File: config.mk
export PLATFORM = sky130hd
export DESIGN_NAME = dcache_port_arbiter_flat
export DESIGN_NICKNAME = d
export VERILOG_FILES = /design/src/rtl/dcache_port_arbiter_if.sv /design/src/rtl/dcache_port_arbiter.sv /design/src/flat_wrapper.sv
export SDC_FILE = /design/constraint.sdc
export NUM_CORES = 1
export LEC_CHECK = 0
export CORE_AREA = 2 2 117 119
export CTS_BUF_LIST = sky130_fd_sc_hd__clkbuf_8
export CTS_CLUSTER_SIZE = 16
export DETAILED_ROUTE_END_ITERATION = 6
export DIE_AREA = 0 0 119 121
export PLACE_DENSITY = 0.67
export SETUP_SLACK_MARGIN = 0.02
export SLEW_MARGIN = 20
export SYNTH_ARGS = -nofsm -noshare
export SYNTH_HDL_FRONTEND = slang
export SYNTH_SLANG_ARGS = --single-unit
File: constraint.sdc
create_clock -name clock -period 5.85 [get_ports clock]
set_input_delay 1.17 -clock clock [delete_from_list [all_inputs] [get_ports clock]]
set_output_delay 1.17 -clock clock [all_outputs]
set_load 0.005 [all_outputs]
File: src/rtl/dcache_port_arbiter_if.sv
// Bundle between the memory functional units, the arbiter and the dcache
// read port.
//   master : requester/dcache side; drives req_en, req_addr, Dcache_data_out
//            and Dcache_valid_out, and observes the arbiter outputs.
//   slave  : the arbiter; observes the requests and dcache return, and drives
//            arb2Dcache_en/addr, grant, resp_valid/resp_data, timeout and busy.
`ifndef XLEN
`define XLEN 32
`endif

interface dcache_port_arbiter_if #(
  parameter int unsigned NUM_REQ = 4
);
  logic [NUM_REQ-1:0]             req_en;
  logic [NUM_REQ-1:0][`XLEN-1:0]  req_addr;
  logic [63:0]                    Dcache_data_out;
  logic                           Dcache_valid_out;
  logic                           arb2Dcache_en;
  logic [`XLEN-1:0]               arb2Dcache_addr;
  logic [NUM_REQ-1:0]             grant;
  logic [NUM_REQ-1:0]             resp_valid;
  logic [63:0]                    resp_data;
  logic                           timeout;
  logic                           busy;

  modport master (
    output req_en, req_addr, Dcache_data_out, Dcache_valid_out,
    input  arb2Dcache_en, arb2Dcache_addr, grant, resp_valid, resp_data,
           timeout, busy
  );

  modport slave (
    input  req_en, req_addr, Dcache_data_out, Dcache_valid_out,
    output arb2Dcache_en, arb2Dcache_addr, grant, resp_valid, resp_data,
           timeout, busy
  );
endinterface

File: src/rtl/dcache_port_arbiter.sv
// Round-robin arbiter sharing one dcache read port among NUM_REQ load/store
// units. One request is owned at a time; the owner waits in WAIT until the
// dcache returns valid data, the owner drops its request, or MAX_WAIT cycles
// pass.
// Ports:
//   clock  : single clock, all state updates on posedge
//   reset  : synchronous active-low reset
//   bus    : dcache_port_arbiter_if.slave (requests, dcache return, grant,
//            response, timeout and busy)
`ifndef XLEN
`define XLEN 32
`endif

module dcache_port_arbiter #(
  parameter int unsigned NUM_REQ  = 4,
  parameter int unsigned MAX_WAIT = 255
) (
  input  logic                  clock,
  input  logic                  reset,
  dcache_port_arbiter_if.slave  bus
);

  localparam int unsigned IDX_W  = (NUM_REQ > 1) ? $clog2(NUM_REQ) : 1;
  localparam int unsigned CNT_W  = (MAX_WAIT > 1) ? $clog2(MAX_WAIT + 1) : 1;
  localparam int unsigned ADDR_W = `XLEN;

  typedef enum logic {IDLE, WAIT} state_t;

  state_t              state_q;
  logic [IDX_W-1:0]    rr_ptr_q;
  logic [IDX_W-1:0]    owner_q;
  logic [CNT_W-1:0]    cnt_q;
  logic [ADDR_W-1:0]   addr_q;
  logic [NUM_REQ-1:0]  grant_q;
  logic                timeout_q;

  logic                sel_found;
  logic [IDX_W-1:0]    sel_idx;
  logic [IDX_W-1:0]    nxt_ptr;
  logic                own_en;
  logic                hit;

  // First requester at or after rr_ptr, wrapping modulo NUM_REQ.
  always_comb begin
    int unsigned cand;
    cand      = 0;
    sel_found = 1'b0;
    sel_idx   = '0;
    for (int i = 0; i < int'(NUM_REQ); i++) begin
      cand = (32'(rr_ptr_q) + 32'(i)) % NUM_REQ;
      if (!sel_found && bus.req_en[IDX_W'(cand)]) begin
        sel_found = 1'b1;
        sel_idx   = IDX_W'(cand);
      end
    end
  end

  // Pointer to the requester after the current owner.
  always_comb begin
    nxt_ptr = '0;
    if (owner_q != IDX_W'(NUM_REQ - 1)) nxt_ptr = owner_q + IDX_W'(1);
  end

  // Response is combinational so a first-cycle dcache hit completes at once;
  // gated by reset so nothing leaks out while reset is held.
  always_comb begin
    own_en = bus.req_en[owner_q];
    hit    = reset && (state_q == WAIT) && own_en && bus.Dcache_valid_out;
  end

  // Arbitration FSM.
  always_ff @(posedge clock) begin
    if (!reset) begin
      state_q   <= IDLE;
      rr_ptr_q  <= '0;
      owner_q   <= '0;
      cnt_q     <= '0;
      addr_q    <= '0;
      grant_q   <= '0;
      timeout_q <= 1'b0;
    end else begin
      timeout_q <= 1'b0;
      case (state_q)
        IDLE: begin
          if (sel_found) begin
            state_q <= WAIT;
            owner_q <= sel_idx;
            addr_q  <= bus.req_addr[sel_idx];
            grant_q <= NUM_REQ'(1) << sel_idx;
            cnt_q   <= '0;
          end
        end
        WAIT: begin
          // Squash (owner dropped) wins over a simultaneous valid.
          if (!own_en || bus.Dcache_valid_out) begin
            state_q  <= IDLE;
            rr_ptr_q <= nxt_ptr;
            addr_q   <= '0;
            grant_q  <= '0;
          end else if (cnt_q == CNT_W'(MAX_WAIT - 1)) begin
            // This cycle brings the count to MAX_WAIT: give up.
            state_q   <= IDLE;
            rr_ptr_q  <= nxt_ptr;
            addr_q    <= '0;
            grant_q   <= '0;
            cnt_q     <= cnt_q + CNT_W'(1);
            timeout_q <= 1'b1;
          end else begin
            cnt_q <= cnt_q + CNT_W'(1);
          end
        end
        default: state_q <= IDLE;
      endcase
    end
  end

  assign bus.arb2Dcache_en   = (state_q == WAIT);
  assign bus.busy            = (state_q == WAIT);
  assign bus.arb2Dcache_addr = addr_q;
  assign bus.grant           = grant_q;
  assign bus.timeout         = timeout_q;
  assign bus.resp_valid      = hit ? grant_q : '0;
  assign bus.resp_data       = hit ? bus.Dcache_data_out : 64'd0;

endmodule

File: src/flat_wrapper.sv
// flat-port wrapper written by rule: the top's interface ports become plain ports
module dcache_port_arbiter_flat 
#(
  parameter int unsigned NUM_REQ  = 4,
  parameter int unsigned MAX_WAIT = 255
)
  (clock, reset, bus_req_en, bus_req_addr, bus_Dcache_data_out, bus_Dcache_valid_out, bus_arb2Dcache_en, bus_arb2Dcache_addr, bus_grant, bus_resp_valid, bus_resp_data, bus_timeout, bus_busy);
  dcache_port_arbiter_if #(.NUM_REQ(NUM_REQ)) bus_i ();
  input  logic clock;
  input  logic reset;
  input wire logic [$bits(bus_i.req_en)-1:0] bus_req_en;
  input wire logic [$bits(bus_i.req_addr)-1:0] bus_req_addr;
  input wire logic [$bits(bus_i.Dcache_data_out)-1:0] bus_Dcache_data_out;
  input wire logic [$bits(bus_i.Dcache_valid_out)-1:0] bus_Dcache_valid_out;
  output wire logic [$bits(bus_i.arb2Dcache_en)-1:0] bus_arb2Dcache_en;
  output wire logic [$bits(bus_i.arb2Dcache_addr)-1:0] bus_arb2Dcache_addr;
  output wire logic [$bits(bus_i.grant)-1:0] bus_grant;
  output wire logic [$bits(bus_i.resp_valid)-1:0] bus_resp_valid;
  output wire logic [$bits(bus_i.resp_data)-1:0] bus_resp_data;
  output wire logic [$bits(bus_i.timeout)-1:0] bus_timeout;
  output wire logic [$bits(bus_i.busy)-1:0] bus_busy;
  assign bus_i.req_en = bus_req_en;
  assign bus_i.req_addr = bus_req_addr;
  assign bus_i.Dcache_data_out = bus_Dcache_data_out;
  assign bus_i.Dcache_valid_out = bus_Dcache_valid_out;
  assign bus_arb2Dcache_en = bus_i.arb2Dcache_en;
  assign bus_arb2Dcache_addr = bus_i.arb2Dcache_addr;
  assign bus_grant = bus_i.grant;
  assign bus_resp_valid = bus_i.resp_valid;
  assign bus_resp_data = bus_i.resp_data;
  assign bus_timeout = bus_i.timeout;
  assign bus_busy = bus_i.busy;
  dcache_port_arbiter #(.NUM_REQ(NUM_REQ), .MAX_WAIT(MAX_WAIT)) u_core (.clock(clock), .reset(reset), .bus(bus_i));
endmodule
==> impl_metrics.tcl <==
set metrics [dict create \
    path_buf_inv 3 \
    crit_family "buffers and inverters" \
    crit_path_top_delay_cell "clkdlybuf4s50_1" \
    rsz0062_at_grt "no" \
    drv_cap 0 \
    clkPwrFrac_pct 20.9 \
    grt_max_degree 69 \
    cts-htree-levels 2 \
    dr.first_iter.drc_count 102 \
    slowest_delay_ns 0.56 \
    drive_gt1_share_pct 3.00 \
    first_pass_iters 5 \
    hold_viol 0 \
    sw_frac_of_total_pct 27.5 \
    syn_nets 578 \
    switching_power_mw 0.273 \
    finClkSkew_ns 0.00700 \
    synthAdderAreaFrac_pct 1.15 \
    setup_tns_ns 0 \
    synth-xor-area-share_pct 1.07 \
    relSlewSlack_pct 50.5 \
    timing.rr.start "u_core.rr_ptr_q[0]" \
    crit_end "bus_resp_valid[3]" \
    peakVddDrop_v 0.0000930 \
    drt.antenna.violating_nets 0 \
    synth_top_area_share_pct 30.6 \
    hold_path_depth 2 \
    clock-sinks 50 \
    dpl_worst_slack_ns 1.01 \
    crit_path_frequent_cell "clkdlybuf4s50_1" \
    crit_path_start_kind "input pin" \
    synthSimpleGateAreaFrac_pct 27.0 \
    comb_power_share_pct 39.3 \
    coreArea_sq_mm 0.0131 \
    p_leak_nw 2.65 \
    antenna_found_initial 0 \
    cts_setup_buffers 0 \
    die_area_sq_mm 0.0144 \
    path_cells "clkdlybuf4s50_1 -> mux2_2 -> mux2i_1 -> nor2_4 -> buf_16 -> and2_1 -> clkdlybuf4s50_1" \
    powerDensity_mw_per_mm2 152 \
    synth_edf_count 0 \
    min_period_ns 4.60 \
    synth_compound_area_share_pct 14.2 \
    hold_path.class "reg -> reg" \
    final_common_cell "clkdlybuf4s50_1" \
    stdcell_count 843 \
    endpoint_kind "primary output" \
    dp_cells 834 \
    fin_nets 868 \
    vias_per_cell 4.60 \
    setup_viol 0 \
    gp_congestion 0.832 \
    worst_ep_required_time_ns 4.68 \
    cts_tree "built" \
    yosysSeqAreaShare_pct 30.6 \
    syn_area_sq_mm 0.00328 \
    synth_top_cell_by_area "dfxtp_1" \
    worst-path-stages 7 \
    cts_resized 0 \
    antenna_cells 0 \
    p_int_mw 0.722 \
    drc 0 \
    grt_pass1_wl_um 20300 \
    critPathLaunch "bus_req_en[1]" \
    dieHeight_um 121 \
    cts-buffers-inserted 5 \
    yosysUniqueCellTypes 39 \
    final_max_slew_viol_count 0 \
    cts.clk_slew.worst_paths_ns 0.08 \
    root_buffer "clkbuf_8" \
    final_cell_mix "305 x clkdlybuf4s50_1, 72 x and2_1, 66 x mux2i_1, 50 x dfxtp_1, 41 x nand2_1" \
    arrival_ns 3.43 \
    syn2layout_area_growth_pct 100 \
    grt_use_total_pct 17.8 \
    worstSkewPairLatency_ns 0.31 \
    io_buffers 305 \
    synth_seq_cells 50 \
    num_vias 3882 \
    dp_hpwl_um 11000 \
    synth_top_family_by_area "simple AND/OR/NAND/NOR gates" \
    r2r_setup_slack_ns 3.50 \
    async_flop_share_pct 0 \
    reg2regPathDepth 6 \
    totalWireLength_um 13200 \
    status "finished clean" \
    cts_hold_buf 0 \
    ys.flop_type "dfxtp_1" \
    fin_ws_ns 1.25 \
    die_w_um 119 \
    syn_inst 376 \
    max_slew.worst_pin.slew_ns 0.743 \
    rows 42 \
    routedWlPerCell_um 15.7 \
    finalCritPeriodShare_pct 78.6 \
    syn_area_per_cell_sq_um 8.71 \
    start_util_pct 25.0 \
    io_pins 306 \
    synth_warnings 0 \
    synth_area_leaders "dfxtp_1 31%, mux2i_1 20%, and2_1 14%" \
    critPathMaxFanout 38 \
    grt_pass1_vias 3962 \
    seqPwrFrac_pct 39.8 \
    overflow 0 \
    yosys-mux-area-fraction_pct 20.9 \
    max_freq_mhz 218 \
    cts_buffer_depth 2 \
    crit_type "in -> out" \
    reg2reg_to "u_core.bus.arb2Dcache_addr[22]" \
]
==> power groups by stage <==
stage / registers (mW) / logic [mW] / clock network (mW)
after floorplan: 0.402 / 0.153 / 0
after global placement: 0.402 / 0.389 / 0
after detailed placement: 0.403 / 0.394 / 0
after CTS: 0.396 / 0.395 / 0.217
after global routing: 0.401 / 0.422 / 0.232
final: 0.396 / 0.391 / 0.208
==> cell usage after synthesis (4+ instances only) <==
library cell	count
a21boi_1	7
nand2_1	41
mux2i_1	66
nor2b_1	5
and3_1	5
xor2_1	4
a21oi_1	4
and2_1	73
dfxtp_1	50
nor2_1	11
clkbuf_1	17
o221ai_1	31
buf_6	6
buf_2	4
nand4_1	4
nor3_1	4
nand3_1	9
==> tightest hold or removal path: cells and delay by family, from the launching register on <==
family | cells | cell delay [ns]
DFF | 1 | 0.33
and+or+nand+nor | 1 | 0.05
AOI/OAI and AO/OA | 1 | 0.05
==> sequential cells by signal, summed over array words and instances (netlist names) <==
name / cells
u_core.bus.arb2Dcache_addr: 32
u_core.cnt_q: 8
u_core.bus.grant: 4
u_core.owner_q: 2
u_core.rr_ptr_q: 2
u_core.bus.arb2Dcache_en: 1
u_core.bus.timeout: 1
==> cell families (layout without fill, tap and decap cells) <==
logic type | Yosys count | count (layout)
buffers and inverters | 31 | 322
DFF | 50 | 50
adders and majority gates | 3 | 3
and+or+nand+nor | 163 | 163
xor gates and xnor gates | 4 | 4
muxes | 68 | 68
AOI/OAI and AO/OA | 57 | 57
==> final cells by class <==
type,count,area (sq um)
Inverter,3,11.3
Sequential cell,50,1000
Clock buffer,6,82.6
Clock inverter,2,8.76
Timing Repair Buffer,311,3120
Multi-Input combinational cell,295,2130
Fill cell,1201,6520
Tap cell,176,220
==> metal layers <==
| layer | part of all wire [%] | vias up | track usage [%] |
|---|---|---|---|
| met1 | 33 | 1739 | 16.5 |
| met5 | 0 | - | 0 |
| li1 | - | 1919 | - |
| met2 | 56 | 210 | 36.1 |
| met3 | 9.8 | 14 | 5.78 |
| met4 | 1.9 | 0 | 5.88 |
==> worst min-delay path by stage <==
stage	startpoint	end	slack (ns)
after floorplan	u_core.rr_ptr_q[0]	u_core.rr_ptr_q[0]	0.45
after global placement	u_core.bus.arb2Dcache_addr[3]	u_core.bus.arb2Dcache_addr[3]	0.44
after detailed placement	u_core.bus.arb2Dcache_addr[3]	u_core.bus.arb2Dcache_addr[3]	0.45
after CTS	u_core.bus.arb2Dcache_addr[3]	u_core.bus.arb2Dcache_addr[3]	0.47
after global routing	u_core.bus.arb2Dcache_addr[16]	u_core.bus.arb2Dcache_addr[16]	0.49
final	u_core.bus.arb2Dcache_addr[3]	u_core.bus.arb2Dcache_addr[3]	0.46
==> metrics by stage <==
step / power, mW / utilization (%) / hold slack (ns) / instance area (sq um)
4_1_cts: 1.01 / 50.0 / 0.470 / 6540
3_3_place_gp: 0.791 / 49.3 / 0.443 / 6450
2_1_floorplan: 0.555 / - / 0.452 / 3280
5_1_grt: 1.05 / 50.2 / 0.489 / 6570
6_report: 0.995 / 50.2 / 0.464 / 6570
3_5_place_dp: 0.797 / 49.3 / 0.452 / 6450
Power figures use the tool's default switching activity.
==> RTL change 1 (same settings) <==
`MAX_WAIT` is set to 255 in 2 places; all go to 510.
--- a/src/rtl/dcache_port_arbiter.sv
+++ b/src/rtl/dcache_port_arbiter.sv
@@ -13,7 +13,7 @@
 
 module dcache_port_arbiter #(
   parameter int unsigned NUM_REQ  = 4,
-  parameter int unsigned MAX_WAIT = 255
+  parameter int unsigned MAX_WAIT = 510
 ) (
   input  logic                  clock,
   input  logic                  reset,
--- a/src/flat_wrapper.sv
+++ b/src/flat_wrapper.sv
@@ -2,7 +2,7 @@
 module dcache_port_arbiter_flat 
 #(
   parameter int unsigned NUM_REQ  = 4,
-  parameter int unsigned MAX_WAIT = 255
+  parameter int unsigned MAX_WAIT = 510
 )
   (clock, reset, bus_req_en, bus_req_addr, bus_Dcache_data_out, bus_Dcache_valid_out, bus_arb2Dcache_en, bus_arb2Dcache_addr, bus_grant, bus_resp_valid, bus_resp_data, bus_timeout, bus_busy);
   dcache_port_arbiter_if #(.NUM_REQ(NUM_REQ)) bus_i ();
Behaviour: same outputs for any inputs over 4 cycles, from zero or initial values and one cycle with reset low; that may be too few to reach the edited logic, so the function may still have changed.
==> RTL change 1 against the original RTL <==
Area after synthesis down 0.42%; final area down 0.69%; sequential power up 2%; first-iteration DRC count up 26%; power up 4.2%; setup slack worse by 0.022 ns; routed wire length down 0.30%; sequential cell count up 1; critical endpoint is now bus_resp_data[8]; largest cell class unchanged; largest power group unchanged.
==> RTL change 1: results (changes against the original RTL) <==
* GRT Overall Usage at 0.1742 (was 0.1780)
* Yosys warns at 0 (unchanged)
* Synth cell types at 42 (was 39)
* Ys async rst share at 0 (unchanged)
* Number of max-cap violations at 0 (unchanged)
* Via count at 3895 (was 3882)
* Drt initial violations at 129 (was 102)
* Static leakage at 0.002628 µW (was 0.002649 µW)
* Maximum VDD drop at 0.09619 mV (was 0.09298 mV)
* Outcome: completed (unchanged)
* Area contributors post-synth: dfxtp_1, mux2i_1, and2_1 (unchanged)
* Layout cells sized above 1 at 0.02417 (was 0.02999)
* Sequential area share after synthesis at 0.3130 (was 0.3056)
* TritonRoute pass-1 iters at 4 (was 5)
* First-pass GRT wire length at 20180 µm (was 20310 µm)
* Clk_lat worst skew at 0.30 ns
* Clk_skew at 0.008544 ns (was 0.006998 ns)
* Layout Nets at 863 (was 868)
* Pre-CTS setup slack at 1.216 ns (was 1.005 ns)
* Post-CTS Setup Repair Bufs at 0 (unchanged)
* CP max FO at 68 (was 38)
* Hpwl dp at 10670 µm (was 10960 µm)
* Most instantiated cells after synthesis: and2_1, mux2i_1, dfxtp_1 (unchanged)
* Pin count of the biggest net entering global routing at 69 (unchanged)
* Routability cong. at 0.8692 (was 0.8321)
* WL final at 13150 µm (was 13190 µm)
* Dpl cells at 830 (was 834)
* Finished Layout Cells at 838 (was 843)
* Post-Syn Nets at 577 (was 578)
* Worst-Margin Slew at 1.066 ns (was 0.7426 ns)
* CTS Buffer Depth at 2 (unchanged)
* Synth Instances at 375 (was 376)
* Antenna violations before repair at 0 (unchanged)
* Arr. time, crit path at 3.45 ns (was 3.43 ns)
* # H-tree levels at 2 (unchanged)
RTL change 1: changes by cell type in the layout (fill, tap and decap cells not counted), sizes merged, moves of 3 or more:
| cell | change |
|---|---|
| and2 | -3 |
| a21oi | +4 |
| buf | -3 |
| nor2 | +6 |
| a21boi | -6 |
RTL change 1: path summary, 6_finish.rpt:
kind | start | end | slack [ns] | depth (start not counted)
hold / removal | u_core.bus.arb2Dcache_addr[26] | u_core.bus.arb2Dcache_addr[26] | 0.47 | 2
setup / recovery | bus_req_en[1] | bus_resp_data[8] | 1.23 | 6
setup reg to reg | u_core.rr_ptr_q[0] | u_core.bus.arb2Dcache_addr[2] | 3.61 | 5
hold reg to reg | u_core.bus.arb2Dcache_addr[26] | u_core.bus.arb2Dcache_addr[26] | 0.47 | 2
RTL change 1: cell type report:
type / count / area [µm²]
timing repair buffer: 308 / 3075
fill: 1245 / 6563
clock inverter: 2 / 35.03
tap: 176 / 220.2
sequential: 51 / 1021
clock buffer: 6 / 82.58
multi-input combinational: 293 / 2081
inverter: 2 / 7.507
RTL change 1: where the power goes:
part           internal (µW)  switching (µW)  leakage [µW]  total, µW
sequential               380            21.6      0.000419        402
combinational            249             132       0.00215        381
clock                    139             116     0.0000612        254
total                    768             269       0.00263       1040
RTL change 1: per-layer routing:
metal / track usage / up-vias / wire length, µm
li1: - / 1905 / -
met1: 0.1824 / 1762 / 4914
met3: 0.05592 / 20 / 1216
met4: 0.06250 / 0 / 231
met2: 0.3254 / 208 / 6791
met5: 0 / - / 0
RTL change 1: worst reg2reg max path: cells and delay by family (launching register included):
| family | cells | cell delay (ns) |
|---|---|---|
| and+or+nand+nor | 3 | 1.17 |
| muxes | 1 | 0.43 |
| DFF | 1 | 0.35 |
| AOI/OAI and AO/OA | 1 | 0.15 |
RTL change 1: kinds of logic (layout without fill, tap and decap cells):
group,after synthesis,after routing,share of synthesized area
buf+inv,31,318,0.05294
simple gates,166,166,0.2743
mux,65,65,0.2033
compound gates,55,55,0.1343
xor+xnor,4,4,0.01074
fa+ha+maj,3,3,0.01151
flops,51,51,0.3130
RTL change 1: metrics by stage:
stage	util	power, µW	instance area (µm²)
floorplan	-	557.0	3262
global placement	0.4894	787.9	6404
detailed placement	0.4895	795.6	6405
CTS	0.4985	1055	6523
global route	0.4985	1093	6523
finish	0.4985	1037	6523
==> RTL change 2 (config.mk and constraints unchanged) <==
Made on the original files. Reset style: asynchronous (`reset`), changed in one clocked block. Comments in the files are not updated.
--- a/src/rtl/dcache_port_arbiter.sv
+++ b/src/rtl/dcache_port_arbiter.sv
@@ -69,7 +69,7 @@
   end
 
   // Arbitration FSM.
-  always_ff @(posedge clock) begin
+  always_ff @(posedge clock or negedge reset) begin
     if (!reset) begin
       state_q   <= IDLE;
       rr_ptr_q  <= '0;
Formal check against the unedited RTL: differs if reset is asserted again (counterexample within 4 cycles, from zero or initial values and one cycle with reset low); with reset held inactive, the same outputs for 4 cycles.
==> RTL change 2 against the original RTL <==
Routed wire length rose by 6.1%; count of clock-buffer cells in the layout unchanged; final area is 0.46% higher; non-clock buffer count fell by 2; maximum frequency is 3.3% lower; core utilization up 0.23 points; setup slack worse by 0.16 ns; area after synthesis is 3.1% higher; via count is 1.8% lower; sequential cell count unchanged; sequential share of layout area rose by 3.7 points; largest cell class unchanged.
Power is not compared: it rests on default switching activity, and its combinational part moved more than twofold at a synthesized area within 25%.
==> RTL change 2: results (changes against the original RTL) <==
* Most instantiated cells after synthesis: and2_1, mux2i_1, dfrtp_1 (was and2_1, mux2i_1, dfxtp_1)
* Reg2reg path depth at 5 (was 6)
* Slowest cell delay on critical path at 0.63 ns (was 0.56 ns)
* Worst r2r dst: u_core.bus.arb2Dcache_addr[5] (was u_core.bus.arb2Dcache_addr[22])
* Outcome: completed (unchanged)
* Vias in the first global route at 3913 (was 3962)
* Grt met2 use at 0.3621 (was 0.3610)
* Area contributors post-synth: dfrtp_1, mux2i_1, and2_1 (was dfxtp_1, mux2i_1, and2_1)
* Post-Syn Nets at 547 (was 578)
* Arr. time, crit path at 3.58 ns (was 3.43 ns)
* Multiplexer area fraction after synthesis at 0.2026 (was 0.2086)
* Pre-CTS setup slack at 1.115 ns (was 1.005 ns)
* Hpwl dp at 11180 µm (was 10960 µm)
* Wire per inst at 17.28 µm (was 15.65 µm)
* Sequential area share after synthesis at 0.3704 (was 0.3056)
* TritonRoute pass-1 iters at 4 (was 5)
* M3 GR Usage at 0.05498 (was 0.05780)
* WL final at 14000 µm (was 13190 µm)
* Drt initial violations at 114 (was 102)
* CP max FO at 68 (was 38)
* XOR/XNOR Fraction of Synth Area at 0.005185 (was 0.01070)
* Slew Limit Headroom at 0.2755 (was 0.5050)
* GRT Overall Usage at 0.1889 (was 0.1780)
* Dpl cells at 802 (was 834)
* R2r startpoint: u_core.rr_ptr_q[1] (was u_core.rr_ptr_q[0])
* Destination of the worst hold path: u_core.bus.arb2Dcache_addr[24] (was u_core.bus.arb2Dcache_addr[3])
* Ys async rst share at 1.000 (was 0)
* R2r setup slk at 3.26 ns (was 3.50 ns)
* Vias/cell at 4.707 (was 4.605)
## RTL change 2: per-stage QoR
step / utilization / total power [µW]
after floorplan: - / 1108
after global placement: 0.4970 / 1613
after detailed placement: 0.4972 / 1642
after CTS: 0.5042 / 1862
after global routing: 0.5042 / 1963
final: 0.5042 / 1831
## RTL change 2: layer usage
metal  vias to the layer above  wire length [µm]
met5                         -                 0
li1                       1817                 -
met2                       211              7452
met3                        10              1306
met4                         0               155
met1                      1775              5083
## RTL change 2: area by class of cell
cell class,instances,area [µm²]
Fill cell,1222,6487
Timing Repair Buffer,309,3078
Multi-Input combinational cell,264,1946
Sequential cell,50,1251
Tap cell,176,220.2
Clock buffer,6,82.58
Inverter,3,11.26
Clock inverter,2,8.758
## RTL change 2: critical path: cells and delay by family
| family | cells | cell delay (ns) |
|---|---|---|
| buf+inv | 2 | 1.18 |
| simple gates | 2 | 0.88 |
| mux | 1 | 0.34 |
